<file path="src/rtl/id_ex_stage_reg.sv">
// ID/EX pipeline register for the RV64 pipeline, with load-use hazard detection,
// bubble insertion on hazard or taken-branch flush, and a saturating bubble counter.
module id_ex_stage_reg #(
    parameter int XLEN  = 64,
    parameter int CNT_W = 32
) (
    input  logic             clk,
    input  logic             rst_n,
    input  logic             idValid,
    input  logic [1:0]       idALUOp,
    input  logic             idBranch,
    input  logic             idMemRead,
    input  logic             idMemtoReg,
    input  logic             idMemWrite,
    input  logic             idALUSrc,
    input  logic             idRegWrite,
    input  logic [XLEN-1:0]  idReadData1,
    input  logic [XLEN-1:0]  idReadData2,
    input  logic [XLEN-1:0]  idImm,
    input  logic [XLEN-1:0]  idPc,
    input  logic [4:0]       idRs1,
    input  logic [4:0]       idRs2,
    input  logic [4:0]       idRd,
    input  logic [3:0]       idFunct,
    input  logic             flush,
    output logic             stall,
    output logic             exValid,
    output logic [1:0]       exALUOp,
    output logic             exBranch,
    output logic             exMemRead,
    output logic             exMemtoReg,
    output logic             exMemWrite,
    output logic             exALUSrc,
    output logic             exRegWrite,
    output logic [XLEN-1:0]  exReadData1,
    output logic [XLEN-1:0]  exReadData2,
    output logic [XLEN-1:0]  exImm,
    output logic [XLEN-1:0]  exPc,
    output logic [4:0]       exRs1,
    output logic [4:0]       exRs2,
    output logic [4:0]       exRd,
    output logic [3:0]       exFunct,
    output logic [CNT_W-1:0] bubbleCount
);

    typedef struct packed {
        logic [1:0] alu_op;
        logic       branch;
        logic       mem_read;
        logic       memto_reg;
        logic       mem_write;
        logic       alu_src;
        logic       reg_write;
    } ctrl_t;

    typedef struct packed {
        logic            valid;
        ctrl_t           ctrl;
        logic [XLEN-1:0] rd1;
        logic [XLEN-1:0] rd2;
        logic [XLEN-1:0] imm;
        logic [XLEN-1:0] pc;
        logic [4:0]      rs1;
        logic [4:0]      rs2;
        logic [4:0]      rd;
        logic [3:0]      funct;
    } stage_t;

    localparam logic [CNT_W-1:0] CNT_ONE = CNT_W'(1);

    stage_t           stage_q, stage_d;
    logic [CNT_W-1:0] bubble_cnt_q, bubble_cnt_d;
    ctrl_t            id_ctrl;
    logic             hazard;

    assign id_ctrl = '{alu_op:    idALUOp,
                       branch:    idBranch,
                       mem_read:  idMemRead,
                       memto_reg: idMemtoReg,
                       mem_write: idMemWrite,
                       alu_src:   idALUSrc,
                       reg_write: idRegWrite};

    // rs2 only matters when it is actually read as a register: R-type/branch (ALUSrc=0) or store data.
    assign hazard = stage_q.valid && stage_q.ctrl.mem_read && (stage_q.rd != 5'd0) && idValid &&
                    ((stage_q.rd == idRs1) ||
                     ((stage_q.rd == idRs2) && (!idALUSrc || idMemWrite)));

    assign stall = hazard & ~flush;

    always_comb begin
        // NOTE: defaults first so every path assigns every bit; otherwise latches are inferred.
        stage_d      = '0;
        bubble_cnt_d = bubble_cnt_q;
        if (flush) begin
            stage_d = '0;
        end else if (hazard) begin
            stage_d = '0;
            if (bubble_cnt_q != '1) bubble_cnt_d = bubble_cnt_q + CNT_ONE;
        end else begin
            stage_d.valid = idValid;
            stage_d.ctrl  = idValid ? id_ctrl : '0;
            stage_d.rd1   = idReadData1;
            stage_d.rd2   = idReadData2;
            stage_d.imm   = idImm;
            stage_d.pc    = idPc;
            stage_d.rs1   = idRs1;
            stage_d.rs2   = idRs2;
            stage_d.rd    = idRd;
            stage_d.funct = idFunct;
        end
    end

    // NOTE: sequential state uses non-blocking assignments so all registers update together at the edge.
    always_ff @(posedge clk or negedge rst_n) begin
        if (!rst_n) begin
            stage_q      <= '0;
            bubble_cnt_q <= '0;
        end else begin
            stage_q      <= stage_d;
            bubble_cnt_q <= bubble_cnt_d;
        end
    end

    assign exValid     = stage_q.valid;
    assign exALUOp     = stage_q.ctrl.alu_op;
    assign exBranch    = stage_q.ctrl.branch;
    assign exMemRead   = stage_q.ctrl.mem_read;
    assign exMemtoReg  = stage_q.ctrl.memto_reg;
    assign exMemWrite  = stage_q.ctrl.mem_write;
    assign exALUSrc    = stage_q.ctrl.alu_src;
    assign exRegWrite  = stage_q.ctrl.reg_write;
    assign exReadData1 = stage_q.rd1;
    assign exReadData2 = stage_q.rd2;
    assign exImm       = stage_q.imm;
    assign exPc        = stage_q.pc;
    assign exRs1       = stage_q.rs1;
    assign exRs2       = stage_q.rs2;
    assign exRd        = stage_q.rd;
    assign exFunct     = stage_q.funct;
    assign bubbleCount = bubble_cnt_q;

endmodule

</file>
<file path="config.mk">
export PLATFORM = sky130hd
export DESIGN_NAME = id_ex_stage_reg
export DESIGN_NICKNAME = d
export VERILOG_FILES = /design/src/rtl/id_ex_stage_reg.sv
export SDC_FILE = /design/constraint.sdc
export NUM_CORES = 1
export LEC_CHECK = 0
export ABC_AREA = 0
export BUFFER_PORTS_ARGS = -buffer_cell sky130_fd_sc_hd__clkbuf_2
export CELL_PAD_IN_SITES_DETAIL_PLACEMENT = 0
export CELL_PAD_IN_SITES_GLOBAL_PLACEMENT = 1
export CORE_AREA = 4 4 234 236
export DETAILED_ROUTE_END_ITERATION = 8
export DIE_AREA = 0 0 238 240
export PLACE_DENSITY_LB_ADDON = 0.1
export RECOVER_POWER = 100
export SLEW_MARGIN = 25
export SYNTH_ARGS = -nofsm -noshare
export SYNTH_HDL_FRONTEND = slang
export SYNTH_SLANG_ARGS = --single-unit
</file>
<file path="constraint.sdc">
create_clock -name clk -period 2.9 [get_ports clk]
set_input_delay 0.435 -clock clk [delete_from_list [all_inputs] [get_ports clk]]
set_output_delay 0.435 -clock clk [all_outputs]
set_load 0.01 [all_outputs]
</file>
==> results of run 1 <==
[worst max-delay path by stage]
stage                            to  slack (ns)      startpoint  cells after the start
floorplan           bubbleCount[20]        0.56  bubbleCount[0]                      7
global placement         exALUOp[1]        0.42        idRs1[1]                      8
detailed placement  exReadData1[47]        0.43        idRs1[1]                      8
CTS                           stall        0.06         exRd[0]                      6
global route        exReadData1[55]       0.003         exRd[1]                      8
finish                        stall        0.15         exRd[0]                      6
[sequential cells by signal (all words and copies together) (netlist names), 4 cells and up]
name	count
exFunct	4
exImm	64
exRs2	5
exReadData1	64
exRs1	5
exPc	64
exReadData2	64
exRd	5
bubbleCount	32
[cell families after synthesis]
family / after synthesis / share of synthesized area (%)
simple gates: 358 / 20.7
buf+inv: 38 / 1.39
compound gates: 4 / 0.514
fa+ha+maj: 1 / 0.117
flops: 316 / 73.8
xor+xnor: 41 / 3.35
mux: 1 / 0.105
[cell usage in the layout (no fill, tap or decap), drive strengths merged, types with 2 or more instances in the layout]
cell / n
nand3: 12
nand4: 18
buf: 8
or2: 2
diode: 4
or4: 2
and3: 17
nor4: 6
xnor2: 25
nand2: 8
inv: 6
dfrtp: 316
clkbuf: 679
nor2: 6
clkinv: 3
nor3: 5
and2: 278
and4: 2
xor2: 16
[worst max-delay path, delay by kind of cell, from the launching register on]
kind | cells | cell delay, ns
AOI/OAI and AO/OA | 1 | 0.15
xor gates and xnor gates | 1 | 0.20
DFF | 1 | 0.46
buffers and inverters | 2 | 0.27
and+or+nand+nor | 2 | 0.70
[power breakdown]
group / internal (W) / total, W / switching [W]
Combinational: 0.000336 / 0.000832 / 0.000496
Sequential: 0.00461 / 0.00467 / 0.0000598
Clock: 0.00285 / 0.00473 / 0.00188
[metrics by stage]
stage | hold WS (ns) | utilization, %
after CTS | 0.0430 | 30.6
after detailed placement | 0.419 | 28.1
final | 0.0962 | 29.6
after floorplan | 0.139 | -
after global routing | 0.0619 | 29.6
after global placement | 0.429 | 28.1
[per-layer routing]
metal	GRT usage [%]	vias up
li1	-	3665
met1	14.9	3751
met2	26.2	312
met3	6.33	76
met4	5.21	6
met5	0	-
[timing repair]
| action | in CTS | in global routing |
|---|---|---|
| gates resized for setup | 7 | 0 |
| hold buffers | 1 | 0 |
| setup buffers | 1 | 0 |
| endpoints found under the setup margin | 1 | 0 |
| endpoints found under the hold margin | 44 | 0 |
[area by class of cell]
class                      instances  area [um2]
tap                              688         861
multi-input combinational        405        2660
sequential                       316        7910
clock buffer                      64        1220
timing repair buffer             624        2820
clock inverter                     4        23.8
antenna                            4        10.0
inverter                           5        18.8
fill                            5606       36900
==> metrics.txt, run 1 <==
number of synthesized flops with an enable pin=0; sink of the worst hold path=exReadData2[53]; sum of negative setup slack=0 ns; count of boundary I/O pins=around 600; Final Routed Wirelength=42.4 mm; Hold Crit Start=idReadData2[53]; VDD IR max=~0.43 mV; final hold viol count=0; Slowest Stage Delay on Critical Path=about 0.46 ns; Die H=between 200 and 250 um; First-pass DRT Iterations=4; Worst Path Max Fanout=6; WP data required=2.47 ns; violated checks=capacitance limit, slew limit; Final min period=2.75 ns; cts bufs inserted=39; global-route wire length before repair=slightly above 60 mm; wl on met1=around 14 mm; Final Cycle Share=~95%; # nets final=1679; IO Port Bufs=~600; Setup CP Type=flop to output port; most common cell in the netlist=dfrtp_1; Hold Crit Class=input pin to flop; vias per cell=about 3.7; Final WS setup=roughly 0.15 ns; Mapped Cells=between 700 and 800; met2 WL=~22 mm; clk_lat worst skew=between 0.5 and 0.6 ns; Root Buffer Master=clkbuf_16; total gr overflow=0; total of max-cap violations=1; clock-pin slew on the worst setup and hold paths=~0.060 ns; FF+latch count, synth=316; Crit. End Element=output port; mapped cell area=approximately 11000 um2; worst-case clock buffer depth=3; CTS tree=built; Die Width=238 um; Pleak=7.44 nW; slowest CP cell=dfrtp_1; CTS H-Tree Depth=2; Iter 0 DRT Violations=approximately 240; skew final=just under 0.009 ns; gpl congestion=between 0.7 and 0.8; Antenna Nets Post-Route=0; placed insts=around 2000; Finished Layout Cells=between 2000 and 2500; crit path cell chain=xor2_1 > nor4_2 > a22oi_2 > or2_2 > inv_2 > clkbuf_2; Synth Net Count=1047; Max-Slew Margin vs Limit=-5.30%; vias in the first global route=around 8700; drc violations=0; Rows=84; Max Freq=between 300 and 400 MHz; max-slew violation count=49; Slew @ Worst Pin=1.58 ns; Die ar.=57100 um2; Core Area=52400 um2; Post-synth ARST share=between 90% and 100%; met3 wire len=4.32 mm; largest net degree at the start of global routing=~130; ranking of synthesized cells by area=dfrtp_1 (74%), and2_1 (16%), xnor2_1 (2.0%); post-synthesis sequential area ratio=~74%; area growth from synthesis to layout=44.9%; Post-DP HPWL=between 30 and 40 mm; YS warnings=0; initial antenna violation count=6; Post-Syn Area per Cell=14.1 um2; cell taking the most area after synthesis=dfrtp_1; RSZ-0062 raised after global routing=false; post-route cell area=15500 um2; dpl ws=about 0.43 ns; run status=finished with violations; RR Startpoint=exRd[1]; hold path depth=2; ys flop type=dfrtp_1; share of layout cells above drive strength 1=about a quarter; CP Data Arrival Time=roughly 2.3 ns; Setup-failing EPs final=0; Initial Util=20.4%; CP Launch Type=flop; top cell type's share of synthesized area=~74%; wire per inst=between 20 and 25 um; Commonest cells post-synth=dfrtp_1 (316), and2_1 (278), clkbuf_1 (28); r2r setup slk=about 0.20 ns; GRT Util Overall=between 10 and 15%; vias post-DR=approximately 7800; Final Power=between 0.01 and 0.015 W; DR top layer=met5; pwr/cell area=about 660 nW/um2; CTS Sinks=316; FF-to-FF End=exReadData1[29]; worst reg2reg path depth=8; DP Area=roughly 15000 um2; Yosys cell types=30
Power figures use the tool's default switching activity.
==> run 2: changes to the inputs <==
--- a/config.mk
+++ b/config.mk
@@ -10,6 +10,7 @@
 export CELL_PAD_IN_SITES_DETAIL_PLACEMENT = 0
 export CELL_PAD_IN_SITES_GLOBAL_PLACEMENT = 1
 export CORE_AREA = 4 4 234 236
+export CTS_BUF_LIST = sky130_fd_sc_hd__clkbuf_8 sky130_fd_sc_hd__clkbuf_16
 export DETAILED_ROUTE_END_ITERATION = 8
 export DIE_AREA = 0 0 238 240
 export PLACE_DENSITY_LB_ADDON = 0.1
==> run 2 against run 1 <==
Effect of this change: the run still ends with capacitance limit, slew limit left; combinational power about the same; maximum frequency is essentially flat; worst setup slack improved by 0.0014 ns; non-clock buffer count unchanged; die area stayed put; via count rose by 0.10%; register-to-register slack is essentially flat; critical path depth stayed put; clock skew is 0.00092 ns higher; power fell by 0.34%; sequential power about the same; hold slack about the same; critical path type unchanged; largest cell class unchanged.
==> metrics.txt, run 2 (synthesis results as in run 1) <==
initial antenna violation count=6 (unchanged); slowest CP cell=or4_4 (was dfrtp_1); count of boundary I/O pins=604 (unchanged); gpl congestion=0.766 (unchanged); share of layout cells above drive strength 1=26.7% (was 26.6%); Antenna Nets Post-Route=0 (unchanged); Die Width=238 um (unchanged); Final min period=2.75 ns (about the same); commonest non-fill, non-tap cells in the layout=clkbuf_1 (317), dfrtp_1 (314), clkbuf_2 (295), and2_1 (202), and2_0 (76) (was clkbuf_1 (328), dfrtp_1 (315), clkbuf_2 (294), and2_1 (202), and2_0 (76)); Final Routed Wirelength=42.4 mm (about the same); Iter 0 DRT Violations=215 (was 238); commonest non-fill, non-tap cell in the layout=clkbuf_1 (unchanged); Setup CP Type=flop to output port (unchanged); run status=finished with violations (unchanged); drc violations=0 (unchanged); Hold Crit Class=input pin to flop (unchanged); Max Freq=364 MHz (about the same); wire per inst=20.1 um (about the same); cts bufs inserted=39 (unchanged); CP Launch Type=flop (unchanged); WP depth=6 (unchanged); Setup-failing EPs final=0 (unchanged); RSZ-0062 raised after global routing=false (unchanged); most used cell, CP=or2_2; vias per cell=3.71 (was 3.70); hold path depth=2 (unchanged); # nets final=1679 (unchanged); worst-case clock buffer depth=3 (unchanged); Filler cells=5606 (unchanged); Die H=240 um (unchanged); clock-pin slew on the worst setup and hold paths=0.06 ns (about the same); CTS tree=built (unchanged); total of max-cap violations=1 (unchanged); delay-heaviest family, CP=simple AND/OR/NAND/NOR gates (unchanged); vias post-DR=7818 (was 7810); CP Buf/Inv Count=2 (unchanged); WP data required=2.47 ns (about the same); pwr/cell area=657 nW/um2 (was 659 nW/um2); GR Layer Usage met3=6.33% (unchanged); vias in the first global route=8714 (was 8711); Worst Path Max Fanout=6 (unchanged); VDD IR max=0.431 mV (about the same); Core Area=52400 um2 (unchanged); violated checks=capacitance limit, slew limit (unchanged); sum of negative setup slack=0 ns (unchanged); Slew @ Worst Pin=1.58 ns (about the same); fraction of met1 tracks used by global routing=14.9% (about the same); Final Power=0.0102 W (about the same); IO Port Bufs=603 (unchanged); CTS Sinks=316 (unchanged); worst reg2reg path depth=8 (unchanged); clk_lat worst skew=0.53 ns (was 0.54 ns); global routing's busiest layer=met2 (unchanged); CTS H-Tree Depth=2 (unchanged); CP Data Arrival Time=2.31 ns (about the same); Die ar.=57100 um2 (unchanged); r2r setup slk=0.20 ns (about the same); First-pass DRT Iterations=4 (unchanged); Rows=84 (unchanged); skew final=0.00963 ns (was 0.00871 ns); total gr overflow=0 (unchanged); Final Cycle Share=94.7% (was 94.8%); area growth from synthesis to layout=44.9% (about the same); Slowest Stage Delay on Critical Path=0.56 ns (was 0.46 ns); Root Buffer Master=clkbuf_16 (unchanged); max-slew violation count=49 (unchanged); GRT Util Overall=14.5% (unchanged); crit path cell chain=or4_4 > o2111ai_4 > or2_2 > or2_2 > inv_2 > clkbuf_2 (was xor2_1 > nor4_2 > a22oi_2 > or2_2 > inv_2 > clkbuf_2); Post-DP HPWL=32.9 mm (unchanged); Max-Slew Margin vs Limit=-5.35% (was -5.30%); global-route wire length before repair=60.7 mm (about the same); Initial Util=20.4% (unchanged); largest net degree at the start of global routing=133 (unchanged); met2 usage=26.2% (about the same); final hold viol count=0 (unchanged); Crit. End Element=output port (unchanged); Pleak=7.48 nW (was 7.44 nW)
[run 2: cell count changes in the layout (fill, tap and decap cells not counted), sizes merged]
cell / delta
inv: +10
clkbuf: -10
[run 2: power by group]
| part | switching [W] | internal [W] | total (W) | leakage, nW |
|---|---|---|---|---|
| logic | 0.000496 | 0.000337 | 0.000833 | 2.72 |
| registers | 0.0000599 | 0.00461 | 0.00467 | 4.10 |
| clock network | 0.00188 | 0.00282 | 0.00470 | 0.658 |
[run 2: final timing paths]
check	from	endpoint
max in group asynchronous	rst_n	exPc[56]
setup reg to reg	exRd[1]	exReadData1[29]
hold reg to reg	bubbleCount[8]	bubbleCount[8]
hold / removal	idReadData2[53]	exReadData2[53]
min in group asynchronous	rst_n	exPc[24]
setup / recovery	exRd[1]	stall
[run 2: final cells by class]
type | count | area (um2) | share of cell area, %
Clock inverter | 14 | 61.3 | 0.395
Tap cell | 688 | 861 | 5.54
Multi-Input combinational cell | 405 | 2660 | 17.1
Inverter | 5 | 18.8 | 0.121
Antenna cell | 4 | 10.0 | 0.0645
Sequential cell | 316 | 7910 | 50.9
Clock buffer | 54 | 1180 | 7.62
Timing Repair Buffer | 624 | 2830 | 18.2
[run 2: layer usage]
| layer | vias up | wire length (um) |
|---|---|---|
| met5 | - | 40 |
| met4 | 6 | 1330 |
| met3 | 76 | 4360 |
| met2 | 318 | 22300 |
| met1 | 3754 | 14400 |
| li1 | 3664 | - |
[run 2: worst reg2reg max path, cell delays in order, from the launching register on]
cell and delay (ns):
dfrtp_2 0.45, or4_4 0.56, o2111ai_4 0.23, clkbuf_1 0.17, nor2_1 0.06, nor2_1 0.30, buf_12 0.24, clkbuf_4 0.40
and2_1 0.23
[run 2: repair_timing]
action / in CTS / in global routing
endpoints found under the setup margin: 1 / 1
pin swaps: 1 / 1
buffers inserted: 1 / 0
hold buffers: 1 / 0
endpoints found under the hold margin: 44 / 0
gates resized for setup: 7 / 1
[run 2: metrics by stage]
step           cells  util (%)  area (um2)  hold WS [ns]  setup slack (ns)
3_3_place_gp    2036      28.1       14700         0.429             0.421
5_1_grt         2107      29.6       15500        0.0619           0.00298
4_1_cts         2106      30.6       16000        0.0430            0.0578
3_5_place_dp    2036      28.1       14700         0.419             0.435
2_1_floorplan    759         -       10700         0.139             0.563
6_report        2110      29.6       15500        0.0965             0.152
